`src/rtl/riscv_hwloop_controller_seq_if.sv`:
```
// Issue-side and fetch-side handshake bundle for the hardware-loop controller.
// The master side is the core (issue PC, fetch ack); the slave side is the controller.
interface riscv_hwloop_controller_seq_if #(
  parameter int unsigned ADDR_W = 32
);
  logic [ADDR_W-1:0] pc_i;
  logic              pc_valid_i;
  logic              pc_ready_o;
  logic              hwlp_jump_o;
  logic [ADDR_W-1:0] hwlp_target_o;
  logic              hwlp_jump_ack_i;
  logic [1:0]        hwlp_dec_cnt_o;

  modport master (
    output pc_i, pc_valid_i, hwlp_jump_ack_i,
    input  pc_ready_o, hwlp_jump_o, hwlp_target_o, hwlp_dec_cnt_o
  );

  modport slave (
    input  pc_i, pc_valid_i, hwlp_jump_ack_i,
    output pc_ready_o, hwlp_jump_o, hwlp_target_o, hwlp_dec_cnt_o
  );
endinterface

```
`src/rtl/riscv_hwloop_controller_seq.sv`:
```
// Two-set hardware-loop consumer: matches issuing PC against loop end addresses,
// pulses counter decrements and holds a jump-to-start request until fetch acks or a flush.
module riscv_hwloop_controller_seq #(
  parameter int unsigned ADDR_W = 32,
  parameter int unsigned CNT_W  = 32
) (
  input  logic              clk,
  input  logic              rst,
  riscv_hwloop_controller_seq_if.slave bus,
  input  logic [ADDR_W-1:0] hwlp_start_addr_0_i,
  input  logic [ADDR_W-1:0] hwlp_end_addr_0_i,
  input  logic [CNT_W-1:0]  hwlp_counter_0_i,
  input  logic [ADDR_W-1:0] hwlp_start_addr_1_i,
  input  logic [ADDR_W-1:0] hwlp_end_addr_1_i,
  input  logic [CNT_W-1:0]  hwlp_counter_1_i,
  input  logic              hwlp_flush_i
);

  typedef enum logic {
    IDLE,
    JUMP_PEND
  } state_e;

  state_e            state_q, state_d;
  logic              jump_q, jump_d;
  logic [ADDR_W-1:0] target_q, target_d;
  logic [1:0]        dec_q, dec_d;
  logic              ready_q, ready_d;

  logic              match_0, match_1;
  logic              accept;
  logic [1:0]        hit_dec;
  logic              hit_jump;
  logic [ADDR_W-1:0] hit_tgt;

  // A zero counter marks an inactive loop, so it can never match or decrement.
  assign match_0 = (hwlp_counter_0_i != '0) && (bus.pc_i == hwlp_end_addr_0_i);
  assign match_1 = (hwlp_counter_1_i != '0) && (bus.pc_i == hwlp_end_addr_1_i);
  assign accept  = bus.pc_valid_i && ready_q;

  // Inner loop has priority; only its final iteration lets the outer loop see the same end address.
  always_comb begin
    hit_dec  = '0;
    hit_jump = 1'b0;
    hit_tgt  = '0;
    if (match_0) begin
      hit_dec[0] = 1'b1;
      if (hwlp_counter_0_i > CNT_W'(1)) begin
        hit_jump = 1'b1;
        hit_tgt  = hwlp_start_addr_0_i;
      end else if (match_1) begin
        hit_dec[1] = 1'b1;
        if (hwlp_counter_1_i > CNT_W'(1)) begin
          hit_jump = 1'b1;
          hit_tgt  = hwlp_start_addr_1_i;
        end
      end
    end else if (match_1) begin
      hit_dec[1] = 1'b1;
      if (hwlp_counter_1_i > CNT_W'(1)) begin
        hit_jump = 1'b1;
        hit_tgt  = hwlp_start_addr_1_i;
      end
    end
  end

  always_comb begin
    state_d  = state_q;
    target_d = target_q;
    dec_d    = '0;
    unique case (state_q)
      IDLE: begin
        if (accept) begin
          dec_d = hit_dec;
          // A flush in the accept cycle keeps the decrement but cancels the jump.
          if (hit_jump && !hwlp_flush_i) begin
            state_d  = JUMP_PEND;
            target_d = hit_tgt;
          end
        end
      end
      JUMP_PEND: begin
        if (hwlp_flush_i || bus.hwlp_jump_ack_i) begin
          state_d = IDLE;
        end
      end
      default: state_d = IDLE;
    endcase
    jump_d  = (state_d == JUMP_PEND);
    ready_d = (state_d == IDLE);
  end

  always_ff @(posedge clk) begin
    if (rst) begin
      state_q  <= IDLE;
      jump_q   <= 1'b0;
      target_q <= '0;
      dec_q    <= '0;
      ready_q  <= 1'b1;
    end else begin
      state_q  <= state_d;
      jump_q   <= jump_d;
      target_q <= target_d;
      dec_q    <= dec_d;
      ready_q  <= ready_d;
    end
  end

  assign bus.pc_ready_o     = ready_q;
  assign bus.hwlp_jump_o    = jump_q;
  assign bus.hwlp_target_o  = target_q;
  assign bus.hwlp_dec_cnt_o = dec_q;

endmodule

```
`src/flat_wrapper.sv`:
```
// flat-port wrapper written by rule: the top's interface ports become plain ports
module riscv_hwloop_controller_seq_flat 
#(
  parameter int unsigned ADDR_W = 32,
  parameter int unsigned CNT_W  = 32
)
  (clk, rst, hwlp_start_addr_0_i, hwlp_end_addr_0_i, hwlp_counter_0_i, hwlp_start_addr_1_i, hwlp_end_addr_1_i, hwlp_counter_1_i, hwlp_flush_i, bus_pc_i, bus_pc_valid_i, bus_hwlp_jump_ack_i, bus_pc_ready_o, bus_hwlp_jump_o, bus_hwlp_target_o, bus_hwlp_dec_cnt_o);
  riscv_hwloop_controller_seq_if #(.ADDR_W(ADDR_W)) bus_i ();
  input  logic clk;
  input  logic rst;
  input  logic [ADDR_W-1:0] hwlp_start_addr_0_i;
  input  logic [ADDR_W-1:0] hwlp_end_addr_0_i;
  input  logic [CNT_W-1:0] hwlp_counter_0_i;
  input  logic [ADDR_W-1:0] hwlp_start_addr_1_i;
  input  logic [ADDR_W-1:0] hwlp_end_addr_1_i;
  input  logic [CNT_W-1:0] hwlp_counter_1_i;
  input  logic hwlp_flush_i;
  input wire logic [$bits(bus_i.pc_i)-1:0] bus_pc_i;
  input wire logic [$bits(bus_i.pc_valid_i)-1:0] bus_pc_valid_i;
  input wire logic [$bits(bus_i.hwlp_jump_ack_i)-1:0] bus_hwlp_jump_ack_i;
  output wire logic [$bits(bus_i.pc_ready_o)-1:0] bus_pc_ready_o;
  output wire logic [$bits(bus_i.hwlp_jump_o)-1:0] bus_hwlp_jump_o;
  output wire logic [$bits(bus_i.hwlp_target_o)-1:0] bus_hwlp_target_o;
  output wire logic [$bits(bus_i.hwlp_dec_cnt_o)-1:0] bus_hwlp_dec_cnt_o;
  assign bus_i.pc_i = bus_pc_i;
  assign bus_i.pc_valid_i = bus_pc_valid_i;
  assign bus_i.hwlp_jump_ack_i = bus_hwlp_jump_ack_i;
  assign bus_pc_ready_o = bus_i.pc_ready_o;
  assign bus_hwlp_jump_o = bus_i.hwlp_jump_o;
  assign bus_hwlp_target_o = bus_i.hwlp_target_o;
  assign bus_hwlp_dec_cnt_o = bus_i.hwlp_dec_cnt_o;
  riscv_hwloop_controller_seq #(.ADDR_W(ADDR_W), .CNT_W(CNT_W)) u_core (.clk(clk), .rst(rst), .bus(bus_i), .hwlp_start_addr_0_i(hwlp_start_addr_0_i), .hwlp_end_addr_0_i(hwlp_end_addr_0_i), .hwlp_counter_0_i(hwlp_counter_0_i), .hwlp_start_addr_1_i(hwlp_start_addr_1_i), .hwlp_end_addr_1_i(hwlp_end_addr_1_i), .hwlp_counter_1_i(hwlp_counter_1_i), .hwlp_flush_i(hwlp_flush_i));
endmodule
```
`config.mk`:
```
export PLATFORM = sky130hd
export DESIGN_NAME = riscv_hwloop_controller_seq_flat
export DESIGN_NICKNAME = d
export VERILOG_FILES = /design/src/rtl/riscv_hwloop_controller_seq_if.sv /design/src/rtl/riscv_hwloop_controller_seq.sv /design/src/flat_wrapper.sv
export SDC_FILE = /design/constraint.sdc
export NUM_CORES = 1
export LEC_CHECK = 0
export ABC_CLOCK_PERIOD_IN_PS = 2600
export CAP_MARGIN = 15
export CORE_AREA = 2 2 103 105
export CTS_CLUSTER_DIAMETER = 150
export CTS_CLUSTER_SIZE = 30
export DETAILED_ROUTE_END_ITERATION = 12
export DIE_AREA = 0 0 105 107
export GPL_TIMING_DRIVEN = 1
export PLACE_DENSITY = 0.8
export SLEW_MARGIN = 10
export SYNTH_ARGS = -nofsm -noshare
export SYNTH_HDL_FRONTEND = slang
export SYNTH_SLANG_ARGS = --single-unit
```
`constraint.sdc`:
```
create_clock -name clk -period 2.6 [get_ports clk]
set_input_delay 0.52 -clock clk [delete_from_list [all_inputs] [get_ports clk]]
set_output_delay 0.52 -clock clk [all_outputs]
set_load 0.01 [all_outputs]
```
; ---- Word level (Yosys, flattened, before mapping)
; Cells that the tools add are included.
[op_classes]
order_cmp = 2
eq_ne = 2
mux = 16
bitwise = 3
reduce_logical = 10
[ops]
columns = operator, count
row1 = $mux W32, 4
row2 = $eq A32 B32 Y1, 2
row3 = $gt A32 B1 Y1 const B, 2
row4 = $reduce_bool A32 Y1, 2
row5 = $mux W1, 11
row6 = $logic_and A1 B1 Y1, 4
row7 = $not A1 Y1, 3
row8 = $reduce_and A3 Y1, 1
row9 = $reduce_or A3 Y1, 1
row10 = $pmux W1 S2, 1
row11 = $logic_not A1 Y1, 1
row12 = $logic_or A1 B1 Y1, 1
[word_totals]
register_bits = 36

; ---- Depth between registers and ports, before layout
; Gate-level depths: netlist of run 1.
[depth]
word_depth = 10
depth_mapped = 8

; ---- Worst setup path before layout of run 1
; Ideal clock, no wire load.
[synth_path]
path_kind = in2reg
from = input hwlp_end_addr_0_i[4]
to = register u_core.target_q[25] (netlist: u_core.bus.hwlp_target_o[25])
setup_ns = 0.136
t_arrival_ns = 1.991
t_required_ns = 2.464
path_slack_ns = 0.473
cell_stages = 8
cell_sequence = xnor2_1 > nand4_1 > nor4_2 > and4b_2 > buf_4 > buf_2 > mux2i_1 > o32ai_1
[synth_between]
elab_chain_cells = 5
word_cells_on_any_way = 6
classes_between = 1 x eq/ne / 2 x mux / 3 x reduce/logical
[synth_lines]
columns = element, line_no
row1 = from (decl), flat_wrapper.sv:12  ; input logic [ADDR_W-1:0] hwlp_end_addr_0_i;
row2 = $eq A32 B32 Y1 (*), riscv_hwloop_controller_seq.sv:37  ; assign match_0 = (hwlp_counter_0_i != '0) && (bus.pc_i == hwlp_end_addr_0_i);
row3 = $logic_and A1 B1 Y1 (*), riscv_hwloop_controller_seq.sv:37
row4 = $mux W1, riscv_hwloop_controller_seq.sv:46  ; if (match_0) begin
row5 = $logic_and A1 B1 Y1, riscv_hwloop_controller_seq.sv:76  ; if (hit_jump && !hwlp_flush_i) begin
row6 = $reduce_and A3 Y1 (no line), n/a
row7 = to (signal assigned), riscv_hwloop_controller_seq.sv:103  ; target_q <= target_d;
row8 = to (decl), riscv_hwloop_controller_seq.sv:26  ; logic [ADDR_W-1:0] target_q, target_d;
; Mark *: on every way between the ends. The rest lies on a longest branch, timed or not.
; A chain may end at the register's enable or synchronous reset.

; ---- Worst setup path after layout of run 1
[layout_path]
from = input hwlp_end_addr_0_i[2]
to = register u_core.target_q[2] (netlist: u_core.bus.hwlp_target_o[2])
; The elaborated chain is that of the path after synthesis.

==> results.sh, run 1 <==
export IMPL_muxShareOfSynthArea_pct=12.7
export IMPL_portBuffers=264
export IMPL_crit_path_start_kind="input pin"
export IMPL_antenna_found_initial=1
export IMPL_synth_compound_area_share_pct=11.4
export IMPL_ys_ff_latch=36
export IMPL_synth_area_um2=2530
export IMPL_crit_fanout=14
export IMPL_dp_cells=677
export IMPL_nFillCells=952
export IMPL_critical_path_top_delay_family="buffers and inverters"
export IMPL_grt_start_max_net_pins=37
export IMPL_clock_skew_ns=0.00907
export IMPL_grt_pass1_vias=3355
export IMPL_path_class="in2reg"
export IMPL_hpwl_mm=10.3
export IMPL_synth_top_flop_cell="dfxtp_1"
export IMPL_cellPowerDensity_nw_per_um2=265
export IMPL_crit_path_cell_trace="clkdlybuf4s50_1 -> xnor2_1 -> nand4_1 -> nor4_4 -> nand4b_1 -> buf_4 -> a211oi_4 -> buf_6 -> clkbuf_16 -> o22ai_1"
export IMPL_reg2reg_depth=4
export IMPL_routed_wl_mm=11.9
export IMPL_arrival_ns=2.71
export IMPL_postSynthAreaPerCell_um2=9.39
export IMPL_cts_buffers=5
export IMPL_grt_use_total_pct=19.9
export IMPL_clock_sinks=36
export IMPL_endpoint_kind="flop"
export IMPL_finalCritPeriodShare_pct=97.7
export IMPL_cts_clk_slew_worst_paths_ns=0.08
export IMPL_setup_violations=0
export IMPL_path_buf_inv=4
export IMPL_num_vias=3142
export IMPL_die_y_um=107
export IMPL_clk_path_buf_depth=2
export IMPL_synth_xor_area_share_pct=22.2
export IMPL_multiInputGateArea_um2=1710
export IMPL_fmax_mhz=394
export IMPL_finalPower_mw=1.50
export IMPL_clkLatencyLatePin_ns=0.28
export IMPL_synth_area_leaders="dfxtp_1 (29%), xnor2_1 (22%), mux2i_1 (13%)"
export IMPL_p_switching_mw=0.360
export IMPL_grt_overflow=0
export IMPL_worstHoldPathType="reg2reg"
export IMPL_final_cells=691
export IMPL_yosysSeqAreaShare_pct=28.5
export IMPL_required_ns=2.77
export IMPL_switching_share_pct=24.0
export IMPL_worstHoldPathCells=2
export IMPL_drcViolationCount=0
export IMPL_postSynthCellCount=269
export IMPL_final_common_cell="clkdlybuf4s50_1"
export IMPL_rows=37
export IMPL_die_w_um=105
export IMPL_synth_nets=498
export IMPL_min_to="u_core.bus.hwlp_target_o[25]$_SDFFE_PP0P_"
export IMPL_ir_drop_v=0.000267
export IMPL_reg2reg_slack_ns=1.17
export IMPL_place_congestion=0.944
export IMPL_yosysTopAreaCell="dfxtp_1"
export IMPL_dr_pass1_iters=4
export IMPL_antenna_left=0
export IMPL_p_comb_share_pct=36.9
export IMPL_synth_top_family_by_area="XOR/XNOR gates"
export IMPL_seqPwrFrac_pct=36.8
export IMPL_cap_violations=0
export IMPL_cts_max_level=2
export IMPL_p_int_mw=1.14
export IMPL_slew_headroom_pct=77.4
export IMPL_r2r_end="u_core.bus.hwlp_target_o[31]$_SDFFE_PP0P_"
export IMPL_viasPerCell=4.55
export IMPL_core_um2=10100
export IMPL_drtIter0Drc=103
export IMPL_async_flop_share_pct=0
export IMPL_p_leak_nw=1.93
export IMPL_status="finished, final reports clean"
export IMPL_hold_violations=0
export IMPL_fin_crit_ns=2.54
export IMPL_cpPeakStageDelay_ns=0.42
export IMPL_io_pins=265
export IMPL_report_final_slew_viol_count=0
export IMPL_routedWlPerCell_um=17.2
export IMPL_die_area_um2=11200
export IMPL_r2r_start="u_core.state_q$_SDFF_PP0_"
export IMPL_synth_adder_area_share_pct=0
export IMPL_synthSimpleGateAreaFrac_pct=19.2
export IMPL_clkPwrFrac_pct=26.4
export IMPL_ys_types=28
export IMPL_area_growth_pct=124
export IMPL_grt_pass1_wl_mm=17.4
export IMPL_seq_area_um2=721
export IMPL_layout_common_cells="clkdlybuf4s50_1 (255), xnor2_1 (62), dfxtp_1 (36)"
export IMPL_hold_start="u_core.bus.hwlp_target_o[25]$_SDFFE_PP0P_"
export IMPL_tightest_slew_ns=0.336
export IMPL_slowest_stage="clkdlybuf4s50_1"
export IMPL_root_buffer="clkbuf_8"
export IMPL_yosys_warnings=0
export IMPL_start_util_pct=25.0
export IMPL_synth_edf_count=0
export IMPL_drive_gt1_share_pct=8.66
export IMPL_cts_tree="yes"
export IMPL_nNetsFinal=782
export IMPL_synth_top_area_share_pct=28.5
export IMPL_hold_buffers=0
-- kinds of logic after synthesis --
group                  count (synthesis)
AND/OR/NAND/NOR                       76
XOR/XNOR                              64
AO/OA/AOI/OAI                         36
flip-flops                            36
multiplexers                          32
buffers and inverters                 25
-- flip-flops by register name (all words and copies together), names as in the netlist --
name	flops
u_core.bus.hwlp_target_o	32
u_core.bus.pc_ready_o	1
u_core.state_q	1
u_core.bus.hwlp_dec_cnt_o	2
-- worst min-delay path: stages (launching register included) --
cell     delay (ns)
dfxtp_1        0.31
inv_1          0.04
o32ai_1        0.07
-- routing by layer --
metal	wire length, um	track usage (%)
met1	4490	21.4
met3	706	4.62
met5	14	0
met4	223	4.29
met2	6470	39.0
-- layout make-up --
class,instances,share of cell area [%]
well taps,136,3.01
multi-input cells,208,30.1
flip-flops and latches,36,12.7
inverters,11,0.730
clock buffers,5,1.22
diodes,1,0.0442
repair buffers,291,51.8
clock inverters,3,0.332
-- power groups by stage --
stage	clock [mW]	sequential (mW)	combinational, mW
floorplan	0	0.564	0.130
global placement	0	0.564	0.536
detailed placement	0	0.564	0.545
CTS	0.410	0.551	0.548
global route	0.434	0.551	0.586
finish	0.395	0.551	0.552
-- worst max path at each step --
stage / startpoint / end / depth (start not counted)
after global placement: bus_pc_i[0] / u_core.bus.hwlp_target_o[0]$_SDFFE_PP0P_ / 8
after global routing: hwlp_end_addr_0_i[2] / u_core.bus.hwlp_target_o[16]$_SDFFE_PP0P_ / 10
after floorplan: hwlp_end_addr_0_i[4] / u_core.bus.hwlp_target_o[25]$_SDFFE_PP0P_ / 8
after CTS: bus_pc_i[0] / u_core.bus.hwlp_target_o[9]$_SDFFE_PP0P_ / 8
after detailed placement: bus_pc_i[0] / u_core.bus.hwlp_target_o[20]$_SDFFE_PP0P_ / 8
final: hwlp_end_addr_0_i[2] / u_core.bus.hwlp_target_o[2]$_SDFFE_PP0P_ / 10
-- per-stage QoR --
stage	hold WS [ns]	cell area (um2)	util [%]	TNS [ns]	setup slack, ns
after floorplan	0.497	2530	-	0	0.473
after global placement	0.461	5440	53.9	-7.76	-0.239
after detailed placement	0.465	5440	53.9	-8.16	-0.278
after CTS	0.477	5530	54.8	0	0.0174
after global routing	0.496	5660	56.0	-0.157	-0.0305
final	0.473	5660	56.1	0	0.0591
-- cells in the mapped netlist (4+ instances only) --
library cell  instances
mux2i_1              32
o32ai_1              11
clkbuf_1              4
o22ai_1              18
nor4_1               16
xnor2_1              64
nor3_1                4
buf_6                 6
inv_1                11
nand2b_1             22
dfxtp_1              36
nand4_1              19
-- timing repair --
action	4_1_cts	5_1_grt
setup buffers	0	4
setup endpoints to repair	0	34
gates resized for setup	0	17
Power figures use the tool's default switching activity.
==> run 2: changes to the inputs <==
--- a/config.mk
+++ b/config.mk
@@ -7,13 +7,14 @@
 export LEC_CHECK = 0
 export ABC_CLOCK_PERIOD_IN_PS = 2600
 export CAP_MARGIN = 15
-export CORE_AREA = 2 2 103 105
+export CORE_AREA = 2 2 104 106
+export CTS_BUF_LIST = sky130_fd_sc_hd__clkbuf_4 sky130_fd_sc_hd__clkbuf_8
 export CTS_CLUSTER_DIAMETER = 150
 export CTS_CLUSTER_SIZE = 30
 export DETAILED_ROUTE_END_ITERATION = 12
-export DIE_AREA = 0 0 105 107
+export DIE_AREA = 0 0 106 108
 export GPL_TIMING_DRIVEN = 1
-export PLACE_DENSITY = 0.8
+export PLACE_DENSITY = 0.79
 export SLEW_MARGIN = 10
 export SYNTH_ARGS = -nofsm -noshare
 export SYNTH_HDL_FRONTEND = slang
==> run 2 against run 1 <==
Net effect:
- wire length is 3.4% lower
- register-to-register slack barely moved
- die area increased by 1.9%
- non-clock buffer count fell by 1
- sequential share of layout area hardly changed
- combinational power hardly changed
- maximum frequency is 1.9% higher
- critical path depth increased by 1
- critical path type unchanged
- global-route usage decreased by 0.63 points
- highest routed layer is now met4
- flip-flop and latch count did not move
- clock power is 9.9% higher
- clock skew is 0.0011 ns lower
==> results.sh, run 2 (synthesis gave the netlist of run 1 again) <==
export IMPL_status="finished, final reports clean"
export IMPL_wl_met3_um=817
export IMPL_dr_pass1_iters=4
export IMPL_clock_skew_ns=0.00795
export IMPL_p_comb_share_pct=36.0
export IMPL_clock_sinks=36
export IMPL_cts_tree="yes"
export IMPL_clkLatencyLatePin_ns=0.29
export IMPL_start_util_pct=24.7
export IMPL_switching_share_pct=23.3
export IMPL_cts_buffers=5
export IMPL_root_buffer="clkbuf_8"
export IMPL_grt_start_max_net_pins=37
export IMPL_drcViolationCount=0
export IMPL_die_w_um=106
export IMPL_ir_drop_v=0.000167
export IMPL_grt_use_total_pct=19.2
export IMPL_cap_violations=0
export IMPL_place_congestion=0.875
export IMPL_wl_met1_mm=4.33
export IMPL_fmax_mhz=401
export IMPL_drive_gt1_share_pct=8.50
export IMPL_rows=37
export IMPL_die_y_um=108
export IMPL_cts_max_level=2
export IMPL_grt_pass1_vias=3439
export IMPL_routedWlPerCell_um=16.7
export IMPL_antenna_found_initial=1
export IMPL_hold_violations=0
export IMPL_crit_path_start_kind="input pin"
export IMPL_num_vias=3146
export IMPL_tns_ns=0
export IMPL_fin_crit_ns=2.49
export IMPL_viasPerCell=4.56
export IMPL_setup_violations=0
export IMPL_final_common_cell="clkdlybuf4s50_1"
export IMPL_layout_common_cells="clkdlybuf4s50_1 (258), xnor2_1 (60), dfxtp_1 (36)"
export IMPL_endpoint_kind="flop"
export IMPL_drtIter0Drc=91
export IMPL_p_int_mw=1.18
export IMPL_portBuffers=264
export IMPL_clk_path_buf_depth=2
export IMPL_finalCritPeriodShare_pct=95.9
export IMPL_p_leak_nw=1.90
export IMPL_cellPowerDensity_nw_per_um2=272
export IMPL_arrival_ns=2.67
export IMPL_antenna_left=0
export IMPL_top_layer="met4"
export IMPL_clkPwrFrac_pct=28.2
export IMPL_nNetsFinal=781
export IMPL_path_class="in2reg"
export IMPL_met2_length_mm=6.01
export IMPL_slew_headroom_pct=77.0
export IMPL_largest_reg_flops=32
export IMPL_tightest_slew_ns=0.343
export IMPL_p_switching_mw=0.359
export IMPL_core_um2=10200
export IMPL_die_area_um2=11400
export IMPL_io_pins=265
export IMPL_routed_wl_mm=11.5
export IMPL_required_ns=2.77
export IMPL_fin_util_pct=55.3
export IMPL_crit_fanout=12
export IMPL_grt_pass1_wl_mm=17.1
export IMPL_area_growth_pct=124
export IMPL_cts_clk_slew_worst_paths_ns=0.08
export IMPL_hpwl_mm=9.97
export IMPL_hold_buffers=0
export IMPL_report_final_slew_viol_count=0
export IMPL_grt_overflow=0
export IMPL_seqPwrFrac_pct=35.8
export IMPL_worstHoldPathType="reg2reg"
[run 2: changes by cell type in the layout (fill, tap and decap cells not counted), sizes merged]
cell / change
clkinvlp: +1
dlymetal6s2s: -3
clkbuf: +2
clkdlybuf4s50: +3
buf: -1
clkinv: -3
[run 2: layout make-up]
type / count / area, um2
diodes: 1 / 2.50
clock buffers: 7 / 90.1
clock inverters: 1 / 7.51
fillers: 923 / 4580
inverters: 11 / 41.3
multi-input cells: 208 / 1700
flip-flops and latches: 36 / 721
well taps: 136 / 170
repair buffers: 290 / 2920
[run 2: critical path: stages]
cell,delay (ns)
clkdlybuf4s50_1,0.54
xnor2_1,0.14
nand4_1,0.13
nor4_2,0.31
buf_4,0.16
nand3b_1,0.09
buf_4,0.16
a211oi_4,0.23
buf_6,0.15
buf_12,0.13
o22ai_1,0.09
[run 2: worst paths after layout]
kind / start / endpoint / slack (ns) / depth (start not counted)
setup reg to reg: u_core.state_q$_SDFF_PP0_ / u_core.bus.hwlp_target_o[15]$_SDFFE_PP0P_ / 1.18 / 4
hold reg to reg: u_core.bus.hwlp_target_o[21]$_SDFFE_PP0P_ / u_core.bus.hwlp_target_o[21]$_SDFFE_PP0P_ / 0.48 / 2
setup / recovery: bus_pc_i[30] / u_core.bus.hwlp_target_o[7]$_SDFFE_PP0P_ / 0.11 / 11
hold / removal: u_core.bus.hwlp_target_o[21]$_SDFFE_PP0P_ / u_core.bus.hwlp_target_o[21]$_SDFFE_PP0P_ / 0.48 / 2
[run 2: through the flow]
stage                     area, um2  hold slack (ns)  instances  total power, mW  worst slack (ns)
final                          5660            0.476        690             1.54             0.106
after global routing           5650            0.497        689             1.61          -0.00823
after CTS                      5540            0.479        686             1.55            0.0799
after detailed placement       5450            0.468        678             1.11            -0.225
after global placement         5450            0.460        678             1.11            -0.173
after floorplan                2530            0.497        269            0.694             0.473
[run 2: power groups by stage]
stage	combinational (mW)	clock, mW	sequential [mW]
4_1_cts	0.552	0.447	0.551
3_3_place_gp	0.542	0	0.564
3_5_place_dp	0.549	0	0.564
6_report	0.555	0.434	0.551
5_1_grt	0.590	0.468	0.551
2_1_floorplan	0.130	0	0.564
[run 2: layer usage]
layer  GRT usage (%)  vias to the layer above
li1                -                     1559
met1            20.1                     1430
met2            36.3                      130
met3            5.73                       27
met4            7.24                        0
met5               0                        -
[run 2: repair_timing]
item,in CTS,in global routing
endpoints found under the hold margin,0,0
setup endpoints to repair,0,34
buffers inserted,0,2
gates resized for setup,0,15
